## config.mk

```make
export PLATFORM = sky130hd
export DESIGN_NAME = glyph_render_pipe
export DESIGN_NICKNAME = d
export VERILOG_FILES = /design/src/rtl/glyph_pkg.sv /design/src/rtl/font_rom_glyph.sv /design/src/rtl/glyph_render_pipe.sv
export SDC_FILE = /design/constraint.sdc
export NUM_CORES = 1
export LEC_CHECK = 0
export CORE_MARGIN = 1
export CORE_UTILIZATION = 49
export DETAILED_ROUTE_END_ITERATION = 8
export MAX_ROUTING_LAYER = met4
export PLACE_DENSITY_LB_ADDON = 0.12
export SLEW_MARGIN = 20
export SYNTH_ARGS = -nofsm -noshare
export SYNTH_HDL_FRONTEND = slang
export SYNTH_SLANG_ARGS = --single-unit
```

## constraint.sdc

```tcl
create_clock -name clk -period 2.2 [get_ports clk]
set_clock_uncertainty 0.2 [all_clocks]
set_input_delay 0.33 -clock clk [delete_from_list [all_inputs] [get_ports clk]]
set_output_delay 0.33 -clock clk [all_outputs]
set_load 0.02 [all_outputs]
```

## src/rtl/glyph_pkg.sv

```systemverilog
// Shared constants and RGB field helpers for the glyph render pipeline.
package glyph_pkg;

    localparam int GLYPH_W = 8;
    localparam int GLYPH_H = 8;
    localparam logic [3:0] CHAR_BLANK = 4'd15;

    typedef enum int {CH_R = 0, CH_G = 1, CH_B = 2} rgb_ch_e;

    // Packed colour is {R,G,B}: red occupies the most significant field.
    function automatic int rgb_lsb(input int ch, input int color_w);
        return (2 - ch) * color_w;
    endfunction

    function automatic int rgb_msb(input int ch, input int color_w);
        return rgb_lsb(ch, color_w) + color_w - 1;
    endfunction

endpackage

```

## src/rtl/font_rom_glyph.sv

```systemverilog
// Combinational 8x8 digit font; codes 10..15 render as blank cells.
module font_rom_glyph
    import glyph_pkg::*;
(
    input  logic [3:0]         char_i,
    input  logic [2:0]         row_i,
    output logic [GLYPH_W-1:0] bits_o
);

    logic [GLYPH_W*GLYPH_H-1:0] glyph;

    // Row 0 sits in the most significant byte, bit 7 of each byte is leftmost.
    always_comb begin
        glyph = '0;
        case (char_i)
            4'd0: glyph = 64'h3C666E7666663C00;
            4'd1: glyph = 64'h1838181818187E00;
            4'd2: glyph = 64'h3C66060C30607E00;
            4'd3: glyph = 64'h3C66061C06663C00;
            4'd4: glyph = 64'h0C1C3C6C7E0C0C00;
            4'd5: glyph = 64'h7E607C0606663C00;
            4'd6: glyph = 64'h3C607C6666663C00;
            4'd7: glyph = 64'h7E060C1830303000;
            4'd8: glyph = 64'h3C66663C66663C00;
            4'd9: glyph = 64'h3C66663E060C3800;
            4'd10, 4'd11, 4'd12, 4'd13, 4'd14, CHAR_BLANK: glyph = '0;
        endcase
        bits_o = glyph[{~row_i, 3'b000} +: GLYPH_W];
    end

endmodule

```

## src/rtl/glyph_render_pipe.sv

```systemverilog
// Two-stage glyph pixel renderer: S1 captures font row, column and (blink-swapped)
// colours; S2 holds the selected colour with ready/valid backpressure.
module glyph_render_pipe
    import glyph_pkg::*;
#(
    parameter int SCALE_LOG2  = 2,
    parameter int COLOR_W     = 4,
    parameter int BLINK_DIV_W = 24
) (
    input  logic                  clk,
    input  logic                  rst,
    input  logic                  in_valid,
    output logic                  in_ready,
    input  logic [3:0]            char,
    input  logic [3+SCALE_LOG2:0] px_x,
    input  logic [2+SCALE_LOG2:0] px_y,
    input  logic [3*COLOR_W-1:0]  fg,
    input  logic [3*COLOR_W-1:0]  bg,
    input  logic                  cursor,
    output logic                  out_valid,
    input  logic                  out_ready,
    output logic [3*COLOR_W-1:0]  rgb
);

    localparam int RGB_W  = 3 * COLOR_W;
    localparam int STAGES = 2;

    logic [BLINK_DIV_W-1:0] blink_q;
    logic [STAGES:1]        vld_q, vld_d;
    logic [GLYPH_W-1:0]     rom_bits, s1_bits_q;
    logic [3:0]             s1_col_q;
    logic [RGB_W-1:0]       s1_fg_q, s1_bg_q, rgb_q, rgb_d, pix_rgb;
    logic                   accept, s2_adv, swap, lit;

    font_rom_glyph u_font (
        .char_i (char),
        .row_i  (px_y[2+SCALE_LOG2:SCALE_LOG2]),
        .bits_o (rom_bits)
    );

    assign s2_adv    = !vld_q[2] || out_ready;
    assign in_ready  = !vld_q[1] || !vld_q[2] || out_ready;
    assign accept    = in_valid && in_ready;
    assign swap      = cursor && blink_q[BLINK_DIV_W-1];
    assign out_valid = vld_q[2];
    assign rgb       = rgb_q;

    // Columns 8..15 of the unscaled index fall outside the glyph and stay background.
    assign lit = !s1_col_q[3] && s1_bits_q[3'd7 - s1_col_q[2:0]];

    for (genvar ch = 0; ch < 3; ch++) begin : g_ch
        localparam int LSB = rgb_lsb(ch, COLOR_W);
        assign pix_rgb[LSB +: COLOR_W] = lit ? s1_fg_q[LSB +: COLOR_W] : s1_bg_q[LSB +: COLOR_W];
    end

    always_comb begin
        vld_d    = vld_q;
        vld_d[1] = accept || (vld_q[1] && !s2_adv);
        if (s2_adv) vld_d[2] = vld_q[1];
        rgb_d = (s2_adv && vld_q[1]) ? pix_rgb : rgb_q;
    end

    always_ff @(posedge clk or posedge rst) begin
        if (rst) begin
            blink_q <= '0;
            vld_q   <= '0;
            rgb_q   <= '0;
        end else begin
            blink_q <= blink_q + {{(BLINK_DIV_W-1){1'b0}}, 1'b1};
            vld_q   <= vld_d;
            rgb_q   <= rgb_d;
        end
    end

    // S1 payload; blink swap is resolved here so the phase is the one at capture.
    always_ff @(posedge clk or posedge rst) begin
        if (rst) begin
            s1_bits_q <= '0;
            s1_col_q  <= '0;
            s1_fg_q   <= '0;
            s1_bg_q   <= '0;
        end else if (accept) begin
            s1_bits_q <= rom_bits;
            s1_col_q  <= px_x[3+SCALE_LOG2:SCALE_LOG2];
            s1_fg_q   <= swap ? bg : fg;
            s1_bg_q   <= swap ? fg : bg;
        end
    end

endmodule
```

==> Yosys cells after proc, flatten, opt, wreduce, memory -nomap -nowiden <==
Memories as Yosys holds them, arrays and structs flattened.
Cells that the tools add are included.
{ "word_totals": {"regBits": 74, "latch_bits": 0, "ram_bits": 0, "rom_bits": 672, "in_bits": 44, "out_inout_bits": 14, "wordCells": 34, "memories": 1} }
{ "op_classes": {"add_sub_neg": 2, "multipliers": 0, "div": 0, "order_cmp": 1, "eq_ne": 0, "shifts": 1, "n_mux": 7, "bitwise": 1, "n_reduce_logical": 13} }
{ "mem_list": {"columns": ["name", "words", "width", "read_ports", "rd_ports_with_merged_regs", "write_ports", "line", "source"], "rows": [
  ["(no name shown)", 16, 42, 1, 0, 0, "font_rom_glyph.sv:15", "case (char_i)"]
]} }
{ "ops": {"columns": ["cell", "count"], "rows": [
  ["$shiftx 64x7->8", 1],
  ["$add 24x1->24 const B", 1],
  ["$mux 12", 2],
  ["$mux 4", 3],
  ["$logic_and 1x1->1", 5],
  ["$logic_not 1->1", 4],
  ["$logic_or 1x1->1", 4],
  ["$lt 3x4->1 const B", 1],
  ["$bmux 1 s3", 1],
  ["$not 3->3", 1],
  ["$sub 3x3->3 const A", 1],
  ["$mux 1", 1]
]} }

==> Logic depth before layout (Yosys ltp) <==
{ "logic_depth": {"ltp_word": 5, "mapped_depth": 9} }

==> Modules after synthesis <==
Synthesis repeated with hierarchy kept, for this count alone.
{ "unflattened": {"hier_cells": 435, "hier_area_um2": 4176.5} }
{ "by_module_without_submodules": {"columns": ["mod", "instances", "cells_each", "area_each_um2"], "rows": [
  ["glyph_render_pipe", 1, 308, 3373.2],
  ["font_rom_glyph", 1, 127, 803.3]
]} }

==> Worst setup path after synthesis <==
No wires, ideal clock.
{ "synth_timing": {"kind": "input to register", "start": "input port char[1]", "end": "register s1_bits_q[4]", "setup_ps": 110, "t_arrival_ps": 1698, "path_slack_ps": 192, "path_stages": 8, "n_path_buf": 2, "path_cell_list": "buf_6 -> inv_1 -> ha_1 -> clkbuf_1 -> mux2_2 -> a21oi_1 -> nor3_1 -> o41ai_1"} }
{ "synth_via": {"elab_chain_cells": 2} }
{ "synth_rtl": {"columns": ["element", "line", "source"], "rows": [
  ["start: declaration", "glyph_render_pipe.sv:14", "input logic [3:0] char,"],
  ["$mem_v2 16x42", null, null],
  ["$shiftx 64x7->8", "font_rom_glyph.sv:28", "bits_o = glyph[{~row_i, 3'b000} +: GLYPH_W];"],
  ["end signal: assignment", "glyph_render_pipe.sv:83", "s1_bits_q <= rom_bits;"],
  ["end: declaration", "glyph_render_pipe.sv:30", "logic [GLYPH_W-1:0] rom_bits, s1_bits_q;"]
]} }
Every way passes these cells.
A chain may end at the register's enable or synchronous reset.

==> Final worst setup path <==
{ "layout_timing": {"start": "input port char[1]", "end": "register s1_bits_q[1]"} }
Same word-level chain as after synthesis.

==> impl_metrics.csv <==
group,metric,value,unit
status,outcome,"completed",
worst_setup_path,critical_path.startpoint_type,"input port",
drt,drt-pass1-iter-count,4,
power_and_ir_drop,power_density,686,nW/um^2
worst_setup_path,cp.arrival,2.15,ns
timing,timing.final.setup_violations,0,
global_route,gr-usage-met3,0.0394,
clock_network,cts_buffers,9,
floorplan,die_area,8380,um^2
worst_setup_path,critical_path.max_fanout,8,
global_route,grt_use_met1,0.306,
floorplan,effective_utilization_at_floorplan,0.508,
global_route,global_route.overflow_total,0,
timing,finalSetupTns,0,ns
global_route,grt.total_usage,0.231,
clock_network,cts_hold_buf,0,
floorplan,dieWidth,91.5,um
synth,synth-seq-area-share,0.459,
synth,syn_avg_cell_area,9.44,um^2
placed_design,dpl.hpwl,6.41,mm
floorplan,design.portCount,58,
clock_network,clkLatencyLatePin,0.34,ns
drt,via_count,3195,
worst_hold_path,min-delay-path-class,"input port to async pin",
synth,synth.top_cells.by_count,"sky130_fd_sc_hd__dfrtp_1 (72), sky130_fd_sc_hd__nand2_1 (72), sky130_fd_sc_hd__o21ai_0 (43)",
power_and_ir_drop,clk_pwr_share,0.306,
synth,synth_largest_type_area_fraction,0.459,
finish,area.growth.synth_to_final,26.8,%
timing,max_clock_freq,477,MHz
run,maxCapViolCount,0,
global_route,global_route.peak_usage_layer,"met2",
drt,drt-wirelength-per-cell,14.5,um
power_and_ir_drop,p_total,3.42,mW
synth,syn-num-nets,466,
clock_network,post_cts.resized_instances,1,
placed_design,io_buffer_count,53,
worst_setup_path,worst_path_max_delay_cell,"sky130_fd_sc_hd__or4_1",
drt,viasPerCell,5.36,
timing,fin_hold_viols,0,
clock_network,cts_buffer_depth,2,
worst_setup_path,worst_path_dominant_cell_family,"simple AND/OR/NAND/NOR gates",
timing,number_of_max_slew_violations_in_the_final_report,0,
placed_design,place_inst,580,
clock_network,cts.sink_count,72,
timing,worst_pin_slew,0.437,ns
finish,nets,539,
clock_network,clk_transition_reported_paths,0.08,ns
worst_setup_path,critical-path-max-stage-delay,0.54,ns
global_route,pin_count_of_the_biggest_net_entering_global_routing,73,
synth,yosys-top-cells-area,"sky130_fd_sc_hd__dfrtp_1 (46%), sky130_fd_sc_hd__mux2i_1 (9.7%), sky130_fd_sc_hd__nand2_1 (6.9%), sky130_fd_sc_hd__o21ai_0 (5.5%), sky130_fd_sc_hd__xnor2_1 (4.2%)",
floorplan,core.rowCount,32,
synth,synth_warnings,0,
synth,async_reset_ff_frac,1.00,
clock_network,cts_tree,"yes",
placed_design,gp_congestion,0.879,
power_and_ir_drop,power.switching,997,uW
placed_design,postPlaceCellArea,4780,um^2
worst_setup_path,worst_setup_path_end_kind,"register",
worst_setup_path,worstPathCellList,"clkdlybuf4s50_1, buf_4, or2_4, a32o_1, or4_1, a31oi_1",
finish,final_cells,596,
global_route,grt_util_met2,0.355,
power_and_ir_drop,power.switching_fraction,0.292,
synth,synth-main-ff-cell,"sky130_fd_sc_hd__dfrtp_1",
worst_setup_path,critical_path_buf_inv_count,2,
drt,drtAntennaViolNets,0,
global_route,grt_first_pass_wirelength,14.7,mm
power_and_ir_drop,sequential_share_of_power,0.456,
power_and_ir_drop,leakagePower,2.35,nW
synth,ys_ff_latch,72,
worst_setup_path,critPathKind,"input port to register",
finish,antennaDiodeCount,0,
floorplan,core-area,7730,um^2
clock_network,clock-root-buffer,"sky130_fd_sc_hd__clkbuf_8",
power_and_ir_drop,p_comb_frac,0.238,
timing,layout_worst_path_cycle_share,0.954,
synth,postSynthCellCount,416,
finish,drive_gt1_frac,0.113,
synth,synth.largest_area_cell,"sky130_fd_sc_hd__dfrtp_1",
power_and_ir_drop,internal_power,2.42,mW
power_and_ir_drop,power.ir.vdd_worst,373,uV
drt,finalWirelength,8.66,mm
clock_network,cts_htree_levels,3,
drt,drc_errors,0,
worst_setup_path,cp.required,2.25,ns
global_route,grt_antenna_before_repair,0,
timing,slew_headroom,0.707,
synth,number_of_enable_flip_flop_cells_after_synthesis,0,
timing,final.min_clock_period,2.10,ns
floorplan,die_y,91.5,um
synth,synth_cell_types,54,
global_route,first_global_vias,3137,
synth,post_synth_instance_area,3930,um^2
clock_network,cts_post_setup_buffers_inserted,0,
timing,setup_repair_after_global_routing_missed_its_margin,"no",
drt,drt_iter0_drc,108,
finish,final_design_instance_area_without_fill,4980,um^2
flip-flops by register name, summed over array words and instances (netlist names):
signal / flops
s1_bits_q: 6
s1_fg_q: 12
s1_bg_q: 12
vld_q: 2
rgb: 12
blink_q: 24
s1_col_q: 4
metal layers:
layer  part of all wire  wire (um)
met5                  0          0
met4              0.014        118
met3              0.025        217
met2               0.47       4080
met1               0.49       4240
cell families after synthesis:
kind of cell               synth area share
xor gates and xnor gates             0.0491
DFF                                   0.459
and+or+nand+nor                       0.187
muxes                                0.0997
adders and majority gates            0.0191
AOI/OAI and AO/OA                     0.143
buffers and inverters                0.0427
through the flow:
step	worst slack (ns)	hold WS, ns	util
final	0.102	0.218	0.645
after CTS	0.0936	0.231	0.644
after global placement	-0.239	0.254	0.619
after global routing	0.0338	0.259	0.645
after detailed placement	-0.271	0.261	0.619
after floorplan	0.192	0.235	-
area by class of cell:
class | count | area [um^2]
Inverter | 6 | 26.3
Clock inverter | 5 | 56.3
Timing Repair Buffer | 88 | 867
Multi-Input combinational cell | 312 | 1960
Clock buffer | 11 | 141
Sequential cell | 72 | 1800
Tap cell | 102 | 128
Fill cell | 653 | 2750
worst register-to-register path: cells and delay by family (launching register included):
| family | cells | cell delay, ns |
|---|---|---|
| compound gates | 3 | 0.57 |
| buf+inv | 1 | 0.19 |
| flops | 1 | 0.46 |
| mux | 1 | 0.24 |
| simple gates | 1 | 0.08 |
layout by cell type, fill, tap and decap left out, drive strengths merged, types with 5 or more instances in the layout:
master,Yosys,routed
a21oi,14,14
and3,6,6
buf,14,35
clkbuf,12,11
clkdlybuf4s50,0,52
dfrtp,72,72
ha,6,6
inv,6,5
mux2i,38,38
nand2,72,72
nand2b,11,11
nand3,12,12
nand4,8,8
nor2,16,16
nor2b,10,10
o21ai,47,47
xnor2,19,19
worst paths after layout:
check,start,to,slack [ns],cells past startpoint
max reg2reg,s1_col_q[2]$_DFFE_PP0P_,rgb[2]$_DFFE_PP0P_,0.36,6
min reg2reg,blink_q[19]$_DFF_PP0_,blink_q[19]$_DFF_PP0_,0.27,1
max in group asynchronous,rst,s1_bits_q[1]$_DFFE_PP0P_,1.28,3
min,rst,rgb[6]$_DFFE_PP0P_,0.22,3
max,char[1],s1_bits_q[1]$_DFFE_PP0P_,0.10,6
min in group clk,blink_q[19]$_DFF_PP0_,blink_q[19]$_DFF_PP0_,0.27,1
power groups by stage:
stage,clock (mW),combinational [mW],sequential [mW]
after floorplan,0,0.378,1.64
after global placement,0,0.806,1.58
after detailed placement,0,0.818,1.58
after CTS,1.06,0.818,1.56
after global routing,1.11,0.894,1.58
final,1.05,0.813,1.56
Note: power is estimated with default switching activity, not from simulation.
